### config.mk
export PLATFORM = sky130hd
export DESIGN_NAME = dmem_lsu_flat
export DESIGN_NICKNAME = d
export VERILOG_FILES = /design/src/rtl/dmem_lsu_pkg.sv /design/src/rtl/dmem_lsu_if.sv /design/src/rtl/dmem_lsu_align.sv /design/src/rtl/dmem_lsu.sv /design/src/flat_wrapper.sv
export SDC_FILE = /design/constraint.sdc
export NUM_CORES = 1
export LEC_CHECK = 0
export CORE_UTILIZATION = 45
export DETAILED_ROUTE_END_ITERATION = 16
export PLACE_DENSITY = 0.75
export SLEW_MARGIN = 5
export SYNTH_ARGS = -nofsm -noshare
export SYNTH_HDL_FRONTEND = slang
export SYNTH_SLANG_ARGS = --single-unit
### constraint.sdc
create_clock -name clk -period 2.4 [get_ports clk]
set_input_delay 0.72 -clock clk [delete_from_list [all_inputs] [get_ports clk]]
set_output_delay 0.72 -clock clk [all_outputs]
set_load 0.02 [all_outputs]
### src/rtl/dmem_lsu_pkg.sv
// Shared types and lane helpers for the data-memory load/store unit.
// Byte-enable masks are for a little-endian 32-bit word.
package dmem_lsu_pkg;

    typedef enum logic [1:0] {
        SZ_B   = 2'b00,
        SZ_H   = 2'b01,
        SZ_W   = 2'b10,
        SZ_RSV = 2'b11
    } size_e;

    typedef enum logic [1:0] {
        IDLE = 2'b00,
        RD   = 2'b01,
        WR   = 2'b10,
        RSP  = 2'b11
    } state_e;

    localparam logic [3:0] BE_B = 4'b0001;
    localparam logic [3:0] BE_H = 4'b0011;
    localparam logic [3:0] BE_W = 4'b1111;

    function automatic logic [3:0] be_mask(size_e size, logic [1:0] lane);
        case (size)
            SZ_B:    be_mask = BE_B << lane;
            SZ_H:    be_mask = BE_H << lane;
            SZ_W:    be_mask = BE_W;
            default: be_mask = 4'b0000;
        endcase
    endfunction

    function automatic logic misaligned(size_e size, logic [1:0] lane);
        return ((size == SZ_H) && lane[0]) || ((size == SZ_W) && (lane != 2'b00));
    endfunction

    function automatic logic [1:0] force_align(size_e size, logic [1:0] lane);
        case (size)
            SZ_H:    force_align = {lane[1], 1'b0};
            SZ_W:    force_align = 2'b00;
            default: force_align = lane;
        endcase
    endfunction

endpackage

### src/rtl/dmem_lsu_if.sv
// Core-request, response and data-memory port bundle of the load/store unit.
// slave is the LSU view; master is the core + memory view.
interface dmem_lsu_if #(parameter int ADDR_W = 6);

    logic              req_valid;
    logic              req_ready;
    logic              req_we;
    logic [1:0]        req_size;
    logic              req_signed;
    logic [ADDR_W+1:0] req_addr;
    logic [31:0]       req_wdata;

    logic              rsp_valid;
    logic              rsp_ready;
    logic [31:0]       rsp_rdata;
    logic              rsp_err;

    logic              mem_we;
    logic [ADDR_W-1:0] mem_a;
    logic [31:0]       mem_d;
    logic [31:0]       mem_q;

    modport slave (
        input  req_valid, req_we, req_size, req_signed, req_addr, req_wdata,
        input  rsp_ready, mem_q,
        output req_ready, rsp_valid, rsp_rdata, rsp_err,
        output mem_we, mem_a, mem_d
    );

    modport master (
        output req_valid, req_we, req_size, req_signed, req_addr, req_wdata,
        output rsp_ready, mem_q,
        input  req_ready, rsp_valid, rsp_rdata, rsp_err,
        input  mem_we, mem_a, mem_d
    );

endinterface

### src/rtl/dmem_lsu_align.sv
// Combinational lane logic: extracts/extends load data from a memory word and
// builds the merged word for sub-word stores.
module dmem_lsu_align
    import dmem_lsu_pkg::*;
(
    input  size_e       size,
    input  logic        sgn,
    input  logic [1:0]  lane,
    input  logic [31:0] wdata,
    input  logic [31:0] old,
    output logic [31:0] ldata,
    output logic [31:0] merged
);

    logic [15:0] shifted;
    logic [31:0] wshift;
    logic [3:0]  be;

    always_comb begin
        shifted = 16'(old >> {lane, 3'b000});
        wshift  = wdata << {lane, 3'b000};
        be      = be_mask(size, lane);
        ldata   = 32'h0;
        merged  = old;
        case (size)
            SZ_B:    ldata = {{24{sgn & shifted[7]}}, shifted[7:0]};
            SZ_H:    ldata = {{16{sgn & shifted[15]}}, shifted[15:0]};
            SZ_W:    ldata = old;
            default: ldata = 32'h0;
        endcase
        for (int i = 0; i < 4; i++) begin
            if (be[i]) merged[8*i +: 8] = wshift[8*i +: 8];
        end
    end

endmodule

### src/rtl/dmem_lsu.sv
// Load/store initiator between the core memory stage and a word-addressed RAM.
// Build option DMEM_LSU_ALIGN_CHECK_EN: misaligned half/word accesses return an error.
//
// state | meaning
// IDLE  | ready for a request
// RD    | memory word read; load lane extracted or store word merged
// WR    | one-cycle memory write
// RSP   | response held until rsp_ready
module dmem_lsu
    import dmem_lsu_pkg::*;
#(
    parameter int ADDR_W = 6
) (
    input  logic     clk,
    input  logic     rst,
    dmem_lsu_if.slave bus
);

    state_e            state;
    state_e            state_nxt;
    size_e             size_in;
    size_e             size_q;
    logic [1:0]        lane_in;
    logic [1:0]        lane_q;
    logic              err_in;
    logic              err_q;
    logic              we_q;
    logic              sgn_q;
    logic              accept;
    logic [ADDR_W-1:0] addr_q;
    logic [31:0]       wdata_q;
    logic [31:0]       mem_d_q;
    logic [31:0]       rdata_q;
    logic [31:0]       ldata;
    logic [31:0]       merged;
    logic              req_ready_c;
    logic              rsp_valid_c;
    logic              mem_we_c;

    assign size_in = size_e'(bus.req_size);

`ifdef DMEM_LSU_ALIGN_CHECK_EN
    assign lane_in = bus.req_addr[1:0];
    assign err_in  = (size_in == SZ_RSV) || misaligned(size_in, bus.req_addr[1:0]);
`else
    assign lane_in = force_align(size_in, bus.req_addr[1:0]);
    assign err_in  = (size_in == SZ_RSV);
`endif

    assign accept = bus.req_valid && req_ready_c;

    dmem_lsu_align u_align (
        .size   (size_q),
        .sgn    (sgn_q),
        .lane   (lane_q),
        .wdata  (wdata_q),
        .old    (bus.mem_q),
        .ldata  (ldata),
        .merged (merged)
    );

    always_comb begin
        state_nxt   = state;
        req_ready_c = 1'b0;
        rsp_valid_c = 1'b0;
        mem_we_c    = 1'b0;
        case (state)
            IDLE: begin
                req_ready_c = 1'b1;
                if (bus.req_valid) begin
                    if (err_in)
                        state_nxt = RSP;
                    else if (bus.req_we && (size_in == SZ_W))
                        state_nxt = WR;
                    else
                        state_nxt = RD;
                end
            end
            RD:  state_nxt = we_q ? WR : RSP;
            WR: begin
                mem_we_c  = 1'b1;
                state_nxt = RSP;
            end
            RSP: begin
                rsp_valid_c = 1'b1;
                if (bus.rsp_ready) state_nxt = IDLE;
            end
            default: state_nxt = IDLE;
        endcase
    end

    always_ff @(posedge clk) begin
        if (!rst) begin
            state   <= IDLE;
            size_q  <= SZ_B;
            lane_q  <= 2'b00;
            err_q   <= 1'b0;
            we_q    <= 1'b0;
            sgn_q   <= 1'b0;
            addr_q  <= '0;
            wdata_q <= 32'h0;
            mem_d_q <= 32'h0;
            rdata_q <= 32'h0;
        end else begin
            state <= state_nxt;
            if (accept) begin
                size_q  <= size_in;
                lane_q  <= lane_in;
                sgn_q   <= bus.req_signed;
                we_q    <= bus.req_we;
                wdata_q <= bus.req_wdata;
                err_q   <= err_in;
                rdata_q <= 32'h0;
                // error requests leave the memory port untouched
                if (!err_in) addr_q <= bus.req_addr[ADDR_W+1:2];
                if (!err_in && bus.req_we && (size_in == SZ_W)) mem_d_q <= bus.req_wdata;
            end
            if (state == RD) begin
                if (we_q)
                    mem_d_q <= merged;
                else
                    rdata_q <= ldata;
            end
        end
    end

    // Gate with rst so a reset landing in WR never commits a write.
    assign bus.mem_we    = mem_we_c & rst;
    assign bus.mem_a     = addr_q;
    assign bus.mem_d     = mem_d_q;
    assign bus.req_ready = req_ready_c;
    assign bus.rsp_valid = rsp_valid_c;
    assign bus.rsp_rdata = rdata_q;
    assign bus.rsp_err   = err_q;

endmodule

### src/flat_wrapper.sv
// flat-port wrapper written by rule: the top's interface ports become plain ports
module dmem_lsu_flat import dmem_lsu_pkg::*;
#(
    parameter int ADDR_W = 6
)
  (clk, rst, bus_req_valid, bus_req_we, bus_req_size, bus_req_signed, bus_req_addr, bus_req_wdata, bus_rsp_ready, bus_mem_q, bus_req_ready, bus_rsp_valid, bus_rsp_rdata, bus_rsp_err, bus_mem_we, bus_mem_a, bus_mem_d);
  dmem_lsu_if #(.ADDR_W(ADDR_W)) bus_i ();
  input  logic clk;
  input  logic rst;
  input wire logic [$bits(bus_i.req_valid)-1:0] bus_req_valid;
  input wire logic [$bits(bus_i.req_we)-1:0] bus_req_we;
  input wire logic [$bits(bus_i.req_size)-1:0] bus_req_size;
  input wire logic [$bits(bus_i.req_signed)-1:0] bus_req_signed;
  input wire logic [$bits(bus_i.req_addr)-1:0] bus_req_addr;
  input wire logic [$bits(bus_i.req_wdata)-1:0] bus_req_wdata;
  input wire logic [$bits(bus_i.rsp_ready)-1:0] bus_rsp_ready;
  input wire logic [$bits(bus_i.mem_q)-1:0] bus_mem_q;
  output wire logic [$bits(bus_i.req_ready)-1:0] bus_req_ready;
  output wire logic [$bits(bus_i.rsp_valid)-1:0] bus_rsp_valid;
  output wire logic [$bits(bus_i.rsp_rdata)-1:0] bus_rsp_rdata;
  output wire logic [$bits(bus_i.rsp_err)-1:0] bus_rsp_err;
  output wire logic [$bits(bus_i.mem_we)-1:0] bus_mem_we;
  output wire logic [$bits(bus_i.mem_a)-1:0] bus_mem_a;
  output wire logic [$bits(bus_i.mem_d)-1:0] bus_mem_d;
  assign bus_i.req_valid = bus_req_valid;
  assign bus_i.req_we = bus_req_we;
  assign bus_i.req_size = bus_req_size;
  assign bus_i.req_signed = bus_req_signed;
  assign bus_i.req_addr = bus_req_addr;
  assign bus_i.req_wdata = bus_req_wdata;
  assign bus_i.rsp_ready = bus_rsp_ready;
  assign bus_i.mem_q = bus_mem_q;
  assign bus_req_ready = bus_i.req_ready;
  assign bus_rsp_valid = bus_i.rsp_valid;
  assign bus_rsp_rdata = bus_i.rsp_rdata;
  assign bus_rsp_err = bus_i.rsp_err;
  assign bus_mem_we = bus_i.mem_we;
  assign bus_mem_a = bus_i.mem_a;
  assign bus_mem_d = bus_i.mem_d;
  dmem_lsu #(.ADDR_W(ADDR_W)) u_core (.clk(clk), .rst(rst), .bus(bus_i));
endmodule
==> results.yml <==
critical_path:
  critPathSlowestCell: "clkdlybuf4s50_1"
  r2r_slack_ns: 0.20
  path_cells: "clkdlybuf4s50_1, ha_1, nand3b_4, nor2_2, buf_4, mux2i_1, a221oi_2"
  cp_max_fo: 12
  crit_start: "bus_req_size[1]"
  crit_type: "input port to flip-flop"
  reg2reg_to: "u_core.bus.rsp_rdata[19]$_SDFF_PN0_"
  max_stage_delay_ns: 0.47
  r2r_start: "u_core.state[1]$_SDFFE_PN0P_"
  cp-start-kind: "input port"
  cp.arrival_ns: 2.58
  required_ns: 2.67
  r2r_cells: 6
  cp-endpoint: "u_core.bus.mem_d[28]$_SDFF_PN0_"
  crit_path_end_kind: "flip-flop"
floorplanning:
  placementRows: 41
  start_util_pct: 46.5
  core_mm2: 0.0127
  die-area_mm2: 0.0136
  die_w_um: 117
  die_y_um: 117
  ioPinCount: 154
finish:
  regArea_mm2: 0.00222
  nets: 917
  multi_input_area_mm2: 0.00334
  fin_cells: 1006
  n_antenna_cell: 0
  n_fill_cell: 1103
  area_growth_pct: 36.4
  drive_above_1_share_pct: 12.7
  fin_util_pct: 63.4
place:
  gp_congestion: 0.948
  port_buffers: 153
  hpwl_um: 15500
  dp_cells: 990
routing:
  wirelength_um: 20700
  drt-initial-drc-count: 642
  dr_total_vias: 6202
  drt-pass1-iter-count: 7
  route.detailed.drc: 0
  wl_per_cell_um: 20.6
  vias_per_cell: 6.17
  ant_nets: 0
logic_synthesis:
  yosys-top-cells-area: "dfxtp_1 (38%), nand2_1 (7.3%), a21oi_1 (6.4%)"
  synth_nets: 765
  synth-seq-cells: 111
  yosysMostFrequentCell: "nand2_1"
  syn_inst: 677
  ys_types: 59
  async_flop_share_pct: 0
  syn_area_mm2: 0.00591
  synth_top_area_share_pct: 37.6
  yosys-top-cells-count: "nand2_1 (115), dfxtp_1 (111), a21oi_1 (76)"
  synth_top_cell_by_area: "dfxtp_1"
  ys_seq_area_share_pct: 37.6
  yosys_warnings: 0
  synth_edf_count: 0
  syn_avg_cell_area_um2: 8.73
  synthFlopType: "dfxtp_1"
clocking:
  h-tree-depth: 3
  cts_made_buffers: 9
  path_clk_slew_ns: 0.07
  cts_tree: "done"
  clkLatencyLatePin_ns: 0.36
  clk_path_buf_depth: 2
  cts_root_buffer: "clkbuf_16"
  post_cts_buffers: 0
  cts.sinks: 111
timing:
  skew_ns: 0.0123
  finalHoldViolations: 0
  tns_ns: 0
  max_slew_margin_pct: 43.2
  drv_slew: 0
  grt_setup_unrepaired: "false"
  fmax_mhz: 433
  worst_pin_slew_ns: 0.847
  period_share_pct: 96.3
  whs_ns: 0.458
  finalSetupViolCount: 0
  period_needed_ns: 2.31
power:
  total_power_w: 0.00673
  combPwrFrac_pct: 41.7
  p_leak_nw: 2.75
  clockPowerShare_pct: 22.7
  ir_drop_uv: 466
  pwr_density_cell_mw_per_mm2: 835
  internal_power_w: 0.00412
  seq_power_share_pct: 35.6
  switching_share_pct: 38.7
  power.switching_w: 0.00261
global_routing:
  grt_pass1_wl_um: 31100
  grt_pass1_vias: 5713
  gr-total-overflow: 0
  grt_util_all_layers_pct: 30.4
  grt_start_max_net_pins: 44
  antenna_found_initial: 0
worst_hold_path:
  min_path_type: "flip-flop to flip-flop"
flow_run:
  drv_cap: 0
status:
  outcome: "finished, final reports clean"
==> through the flow <==
stage          setup slack [ns]  area (µm²)
5_1_grt                 0.00278        8060
2_1_floorplan             0.325        5910
3_5_place_dp             -0.288        7770
4_1_cts                 0.00781        8060
3_3_place_gp             -0.291        7770
6_report                 0.0882        8060
==> worst min path at each step <==
stage	start	to	slack [ns]	cells past startpoint
after global placement	u_core.wdata_q[24]$_SDFFE_PN0P_	u_core.wdata_q[24]$_SDFFE_PN0P_	0.44	2
final	u_core.bus.mem_a[1]$_SDFFE_PN0P_	u_core.bus.mem_a[1]$_SDFFE_PN0P_	0.46	2
after floorplan	u_core.wdata_q[24]$_SDFFE_PN0P_	u_core.wdata_q[24]$_SDFFE_PN0P_	0.43	2
after CTS	u_core.wdata_q[29]$_SDFFE_PN0P_	u_core.wdata_q[29]$_SDFFE_PN0P_	0.46	2
after global routing	u_core.bus.mem_a[3]$_SDFFE_PN0P_	u_core.bus.mem_a[3]$_SDFFE_PN0P_	0.48	2
after detailed placement	u_core.wdata_q[24]$_SDFFE_PN0P_	u_core.wdata_q[24]$_SDFFE_PN0P_	0.44	2
==> logic make-up after synthesis <==
family	synth area share, %
buf+inv	6.01
flops	37.6
compound gates	28.6
fa+ha+maj	1.69
mux	10.3
simple gates	15.8
==> area by class of cell <==
type	count	area share (%)
repair buffers	204	24.3
clock buffers	12	2.93
inverters	9	0.419
clock inverters	4	0.652
flip-flops and latches	111	27.6
multi-input cells	494	41.5
well taps	172	2.67
==> cells in the final DEF, fill, tap and decap left out, drive strengths merged, types with 16 or more instances in the layout <==
master	instances
clkdlybuf4s50	151
nand2	116
dfxtp	111
a21oi	76
buf	51
mux2i	36
a221oi	25
nor2	20
o21ai	19
mux2	18
a221o	16
==> critical path: cells and delay by family <==
kind                       cells  cell delay, ns
and+or+nand+nor                2            0.44
adders and majority gates      1            0.23
AOI/OAI and AO/OA              1            0.32
buffers and inverters          2            0.73
muxes                          1            0.13
==> power by group through the flow <==
| stage | registers [W] | clock network (W) | logic (W) |
|---|---|---|---|
| floorplan | 0.00252 | 0 | 0.00160 |
| global placement | 0.00242 | 0 | 0.00271 |
| detailed placement | 0.00242 | 0 | 0.00279 |
| CTS | 0.00239 | 0.00152 | 0.00279 |
| global route | 0.00242 | 0.00160 | 0.00302 |
| finish | 0.00240 | 0.00153 | 0.00281 |
==> per-layer routing <==
| layer | track usage [%] | part of all wire [%] | up-vias |
|---|---|---|---|
| met3 | 4.31 | 8.1 | 59 |
| li1 | - | - | 2844 |
| met4 | 15.6 | 4.0 | 0 |
| met5 | 0 | 0 | - |
| met2 | 46.1 | 45 | 335 |
| met1 | 41.9 | 43 | 2964 |
==> what timing repair did <==
item	CTS	global route
pin swaps	0	1
resized for setup	3	3
hold buffers	0	0
endpoints found under the setup margin	2	14
==> state kept, by name (all words and copies together), names as in the netlist <==
| register | cells |
|---|---|
| u_core.bus.rsp_rdata | 32 |
| u_core.size_q | 2 |
| u_core.state | 2 |
| u_core.wdata_q | 32 |
| u_core.lane_q | 2 |
| u_core.sgn_q | 1 |
| u_core.we_q | 1 |
| u_core.bus.rsp_err | 1 |
| u_core.bus.mem_d | 32 |
| u_core.bus.mem_a | 6 |
Power figures use the tool's default switching activity.
